### src/rtl/pulse_generator_pkg.sv
// rtl/pulse_generator_pkg.sv - shared state encoding and default width for pulse_generator
package pulse_generator_pkg;

    localparam int PG_CNT_WIDTH = 16;

    typedef enum logic [1:0] {
        ST_IDLE = 2'd0,
        ST_HIGH = 2'd1,
        ST_LOW  = 2'd2,
        ST_DONE = 2'd3
    } pg_state_e;

endpackage

### src/rtl/pulse_gen_counter.sv
// rtl/pulse_gen_counter.sv - loadable down-counter with zero flag, saturating at zero
module pulse_gen_counter #(
    parameter int WIDTH = 16
) (
    input  logic             CLK,
    input  logic             RSTN,
    input  logic             load_i,
    input  logic [WIDTH-1:0] load_val_i,
    input  logic             dec_i,
    output logic             zero_o
);

    logic [WIDTH-1:0] cnt_q;

    always_ff @(posedge CLK) begin
        if (!RSTN) begin
            cnt_q <= '0;
        end else if (load_i) begin
            cnt_q <= load_val_i;
        end else if (dec_i && (cnt_q != '0)) begin
            cnt_q <= cnt_q - 1'b1;
        end
    end

    assign zero_o = (cnt_q == '0);

endmodule

### src/rtl/pulse_generator.sv
// rtl/pulse_generator.sv - programmable pulse train generator; PULSE_GENERATOR_REPEAT_EN adds NUM_PULSES
module pulse_generator
    import pulse_generator_pkg::*;
#(
    parameter int CNT_WIDTH = PG_CNT_WIDTH
) (
    input  logic                 CLK,
    input  logic                 RSTN,
    input  logic                 START,
    input  logic                 ABORT,
    input  logic [CNT_WIDTH-1:0] HIGH_CYCLES,
    input  logic [CNT_WIDTH-1:0] LOW_CYCLES,
`ifdef PULSE_GENERATOR_REPEAT_EN
    input  logic [CNT_WIDTH-1:0] NUM_PULSES,
`endif
    output logic                 PULSE_OUT,
    output logic                 BUSY,
    output logic                 DONE
);

    // Counters hold "cycles remaining minus one", so a zero length folds onto one cycle.
    function automatic logic [CNT_WIDTH-1:0] len_m1(input logic [CNT_WIDTH-1:0] v);
        return (v == '0) ? '0 : v - 1'b1;
    endfunction

    pg_state_e              state_q;
    logic                   pulse_q;
    logic                   busy_q;
    logic                   done_q;

    logic                   accept;
    logic                   more_pulses;
    logic                   phase_load;
    logic [CNT_WIDTH-1:0]   phase_val;
    logic                   phase_dec;
    logic                   phase_zero;

`ifdef PULSE_GENERATOR_REPEAT_EN
    logic [CNT_WIDTH-1:0]   h_m1_q;
    logic [CNT_WIDTH-1:0]   l_m1_q;
    logic                   endless_q;
    logic                   pls_dec;
    logic                   pls_zero;

    pulse_gen_counter #(.WIDTH(CNT_WIDTH)) u_pulse_cnt (
        .CLK        (CLK),
        .RSTN       (RSTN),
        .load_i     (accept),
        .load_val_i (len_m1(NUM_PULSES)),
        .dec_i      (pls_dec),
        .zero_o     (pls_zero)
    );

    assign more_pulses = endless_q || !pls_zero;
`else
    logic unused_low;
    assign unused_low  = ^LOW_CYCLES;
    assign more_pulses = 1'b0;
`endif

    pulse_gen_counter #(.WIDTH(CNT_WIDTH)) u_phase_cnt (
        .CLK        (CLK),
        .RSTN       (RSTN),
        .load_i     (phase_load),
        .load_val_i (phase_val),
        .dec_i      (phase_dec),
        .zero_o     (phase_zero)
    );

    assign accept = (state_q == ST_IDLE) && START && !ABORT;

    always_comb begin
        phase_load = 1'b0;
        phase_val  = len_m1(HIGH_CYCLES);
        phase_dec  = 1'b0;
`ifdef PULSE_GENERATOR_REPEAT_EN
        pls_dec    = 1'b0;
`endif
        case (state_q)
            ST_IDLE: phase_load = accept;
            ST_HIGH: begin
                if (!ABORT) begin
                    if (!phase_zero) begin
                        phase_dec = 1'b1;
`ifdef PULSE_GENERATOR_REPEAT_EN
                    end else if (more_pulses) begin
                        phase_load = 1'b1;
                        phase_val  = l_m1_q;
                        pls_dec    = !pls_zero;
`endif
                    end
                end
            end
`ifdef PULSE_GENERATOR_REPEAT_EN
            ST_LOW: begin
                if (!ABORT) begin
                    if (phase_zero) begin
                        phase_load = 1'b1;
                        phase_val  = h_m1_q;
                    end else begin
                        phase_dec = 1'b1;
                    end
                end
            end
`endif
            default: ;
        endcase
    end

    always_ff @(posedge CLK) begin
        if (!RSTN) begin
            state_q   <= ST_IDLE;
            pulse_q   <= 1'b0;
            busy_q    <= 1'b0;
            done_q    <= 1'b0;
`ifdef PULSE_GENERATOR_REPEAT_EN
            h_m1_q    <= '0;
            l_m1_q    <= '0;
            endless_q <= 1'b0;
`endif
        end else begin
            done_q <= 1'b0;
            if ((state_q != ST_IDLE) && ABORT) begin
                state_q <= ST_IDLE;
                pulse_q <= 1'b0;
                busy_q  <= 1'b0;
            end else begin
                case (state_q)
                    ST_IDLE: begin
                        if (accept) begin
                            state_q   <= ST_HIGH;
                            pulse_q   <= 1'b1;
                            busy_q    <= 1'b1;
`ifdef PULSE_GENERATOR_REPEAT_EN
                            h_m1_q    <= len_m1(HIGH_CYCLES);
                            l_m1_q    <= len_m1(LOW_CYCLES);
                            endless_q <= (NUM_PULSES == '0);
`endif
                        end
                    end
                    ST_HIGH: begin
                        if (phase_zero) begin
                            pulse_q <= 1'b0;
                            if (more_pulses) begin
                                state_q <= ST_LOW;
                            end else begin
                                state_q <= ST_DONE;
                                done_q  <= 1'b1;
                            end
                        end
                    end
                    ST_LOW: begin
                        if (phase_zero) begin
                            state_q <= ST_HIGH;
                            pulse_q <= 1'b1;
                        end
                    end
                    ST_DONE: begin
                        state_q <= ST_IDLE;
                        busy_q  <= 1'b0;
                    end
                    default: state_q <= ST_IDLE;
                endcase
            end
        end
    end

    assign PULSE_OUT = pulse_q;
    assign BUSY      = busy_q;
    assign DONE      = done_q;

endmodule

### config.mk
export PLATFORM = sky130hd
export DESIGN_NAME = pulse_generator
export DESIGN_NICKNAME = d
export VERILOG_FILES = /design/src/rtl/pulse_generator_pkg.sv /design/src/rtl/pulse_gen_counter.sv /design/src/rtl/pulse_generator.sv
export SDC_FILE = /design/constraint.sdc
export NUM_CORES = 1
export LEC_CHECK = 0
export BUFFER_PORTS_ARGS = -buffer_cell sky130_fd_sc_hd__clkbuf_2
export CELL_PAD_IN_SITES_DETAIL_PLACEMENT = 0
export CELL_PAD_IN_SITES_GLOBAL_PLACEMENT = 1
export CORE_ASPECT_RATIO = 0.75
export CORE_MARGIN = 3
export CORE_UTILIZATION = 39
export CTS_BUF_LIST = sky130_fd_sc_hd__clkbuf_2 sky130_fd_sc_hd__clkbuf_4 sky130_fd_sc_hd__clkbuf_8
export DETAILED_ROUTE_END_ITERATION = 6
export GPL_TIMING_DRIVEN = 0
export PLACE_DENSITY_LB_ADDON = 0.05
export SKIP_LAST_GASP = 1
export SYNTH_ARGS = -nofsm -noshare
export SYNTH_HDL_FRONTEND = slang
export SYNTH_SLANG_ARGS = --single-unit
### constraint.sdc
create_clock -name CLK -period 2.2 [get_ports CLK]
set_clock_uncertainty 0.05 [all_clocks]
set_input_delay 0.11 -clock CLK [delete_from_list [all_inputs] [get_ports CLK]]
set_output_delay 0.11 -clock CLK [all_outputs]
set_load 0.02 [all_outputs]
==> results.json <==
{
  "slew_headroom": 0.417,
  "p_int_uw": 713,
  "powerDensity_nw_per_um2": 631,
  "die_area_um2": 4680,
  "final_common_cell": "clkbuf_2",
  "synthArstFlopShare": 0,
  "clock_latency_ps": 260,
  "area.sequential_um2": 422,
  "routed_wl_um": 4110,
  "place_hpwl_um": 3170,
  "fin_cells": 268,
  "initial_core_util": 0.432,
  "fin_crit_ps": 2070,
  "io_buffers": 22,
  "status": "complete, no violations",
  "pre_cts_ws_ps": -222,
  "area_growth_pct": 17.1,
  "synthFlopType": "dfxtp_1",
  "worstSetupPathType": "reg -> reg",
  "synth_fa_ha_area_frac": 0.0247,
  "die_width_um": 78.0,
  "grt_pass1_vias": 1430,
  "power.switching_uw": 408,
  "fin_nets": 258,
  "wl_met1_um": 2110,
  "rows": 18,
  "timing.fmax_ghz": 0.484,
  "hold_path.class": "in -> reg",
  "rsz0062_at_grt": "true",
  "synth.net_count": 232,
  "rr_worst_depth": 7,
  "hold_ws_ps": 137,
  "dr_wl_met3_um": 263,
  "crit_cells": 7,
  "h-tree-depth": 1,
  "antenna_found_initial": 0,
  "crit_buf_inv": 1,
  "yosys_warnings": 0,
  "cts-root-buf": "clkbuf_8",
  "worstHoldPathCells": 3,
  "tightest_slew_ps": 867,
  "path_cells": "inv_1 -> ha_1 -> nor3b_1 -> and4_2 -> a21boi_4 -> nor2_1 -> o311a_1",
  "clk_pin_slew_ps": 80,
  "slew_viol_final": 0,
  "fin_setup_tns_ps": 0,
  "yosys.area_share.simple": 0.323,
  "period_share": 0.939,
  "final_core_utilization": 0.506,
  "drtAntennaViolNets": 0,
  "p_sw_frac": 0.364,
  "multi_input_area_um2": 1080,
  "gp_congestion": 0.816,
  "numCtsBuffers": 3,
  "numClockSinks": 21,
  "synth_top_family_by_area": "simple AND/OR/NAND/NOR gates",
  "final_cell_mix": "clkbuf_2, dfxtp_1, nor2_1",
  "p_leak_uw": 0.000683,
  "cts_tree": "built",
  "synth_mux_area_frac": 0.0272,
  "clkPwrFrac": 0.244,
  "finalWorstSetupSlack_ps": 134,
  "postCtsSetupBuffers": 0,
  "fillers": 348,
  "path_delay_family": "compound AO/OA/AOI/OAI gates",
  "antennaDiodeCount": 0,
  "cp_data_arrival_time_ps": 2170,
  "gr-total-overflow": 0,
  "synth-xor-area-share": 0.0981,
  "grt_pass1_wl_um": 6720,
  "core_area_um2": 3510,
  "critPathRequiredTime_ps": 2310,
  "syn_avg_cell_area_um2": 7.86,
  "drive_gt1_frac": 0.179,
  "slowest_delay_ps": 360,
  "synth_compound_area_frac": 0.210,
  "drt_iter0_markers": 117,
  "max_cap_viol_count": 0,
  "dpl.cell_count": 265,
  "crit_fanout": 8,
  "top_layer_used": "met4",
  "routedWlPerCell_um": 15.3,
  "wl_met2_um": 1690,
  "power_frac_comb": 0.343,
  "grt_use_total": 0.188,
  "ys_seq_area_frac": 0.277,
  "die_h_um": 60.0,
  "vias_per_cell": 5.82,
  "synth_edf_count": 0,
  "netlist_area_um2": 1520,
  "synthCells": 193,
  "num_vias": 1560,
  "ys_ff_latch": 21,
  "first_pass_iters": 4,
  "ys_types": 47,
  "clk_path_buf_depth": 2,
  "drc_errors": 0,
  "crit_path_end_kind": "flip-flop",
  "pwr-share-seq": 0.413,
  "critPathSlowestCell": "o311a_1",
  "startpoint_type": "flip-flop",
  "setup_viol": 0,
  "peakVddDrop_v": 0.000220,
  "top_level_ports": 39,
  "hold_violations": 0,
  "holdBufCountCts": 0,
  "grt_max_degree": 12
}
==> final cells by class <==
cell class,instances,area share
Multi-Input combinational cell,158,0.606
Sequential cell,21,0.237
Timing Repair Buffer,22,0.0620
Tap cell,50,0.0352
Clock buffer,4,0.0275
Inverter,8,0.0169
Buffer,5,0.0148
==> final timing paths <==
check	slack [ps]	endpoint	from
max	130	u_phase_cnt.cnt_q[1]	u_phase_cnt.cnt_q[0]
min	140	u_phase_cnt.cnt_q[14]	HIGH_CYCLES[14]
max reg2reg	130	u_phase_cnt.cnt_q[1]	u_phase_cnt.cnt_q[0]
min reg2reg	440	PULSE_OUT	PULSE_OUT
==> registers in the layout (all words and copies together), names as in the netlist <==
register and count:
state_q 2, BUSY 1, DONE 1, PULSE_OUT 1
u_phase_cnt.cnt_q 16
==> worst min-delay path: stages <==
cell and delay (ps):
clkbuf_2 110, xnor2_1 80, o21ai_0 120
==> cell usage after synthesis, drive strengths merged, types with 4 or more instances <==
library cell	count	area, um2
o22ai	6	37.5
inv	8	30.0
clkbuf	5	18.8
nor4	8	50.1
dfxtp	21	420
nand3	6	30.0
o21ai	13	65.1
nand4	5	31.3
nand2	12	45.0
xnor2	10	87.6
a21oi	5	25.0
nor3b	4	30.0
xor2	7	61.3
nor2	20	75.1
nor3	11	55.1
or3	7	43.8
==> cells by family (layout without fill, tap and decap cells) <==
logic type / count (synthesis) / in the layout
buf+inv: 14 / 39
flops: 21 / 21
simple gates: 89 / 89
compound gates: 45 / 45
xor+xnor: 17 / 17
mux: 4 / 4
fa+ha+maj: 3 / 3
==> layer usage <==
metal,vias to the layer above,track usage
li1,782,-
met1,726,0.265
met2,48,0.294
met3,4,0.0392
met4,0,0.0449
met5,-,0
==> repair_timing <==
action,CTS,global route
cloned,0,0
gates resized for setup,4,4
pin swaps,0,1
setup endpoints to repair,12,5
==> power groups by stage <==
stage,combinational [uW],clock [uW],sequential (uW)
after floorplan,261,0,462
after global placement,367,0,464
after detailed placement,369,0,467
after CTS,376,276,459
after global routing,427,296,472
final,384,273,463
==> stage by stage <==
step | cell area (um2) | power [uW]
floorplan | 1520 | 722
global placement | 1690 | 830
detailed placement | 1690 | 836
CTS | 1760 | 1110
global route | 1780 | 1190
finish | 1780 | 1120
Power figures use the tool's default switching activity.
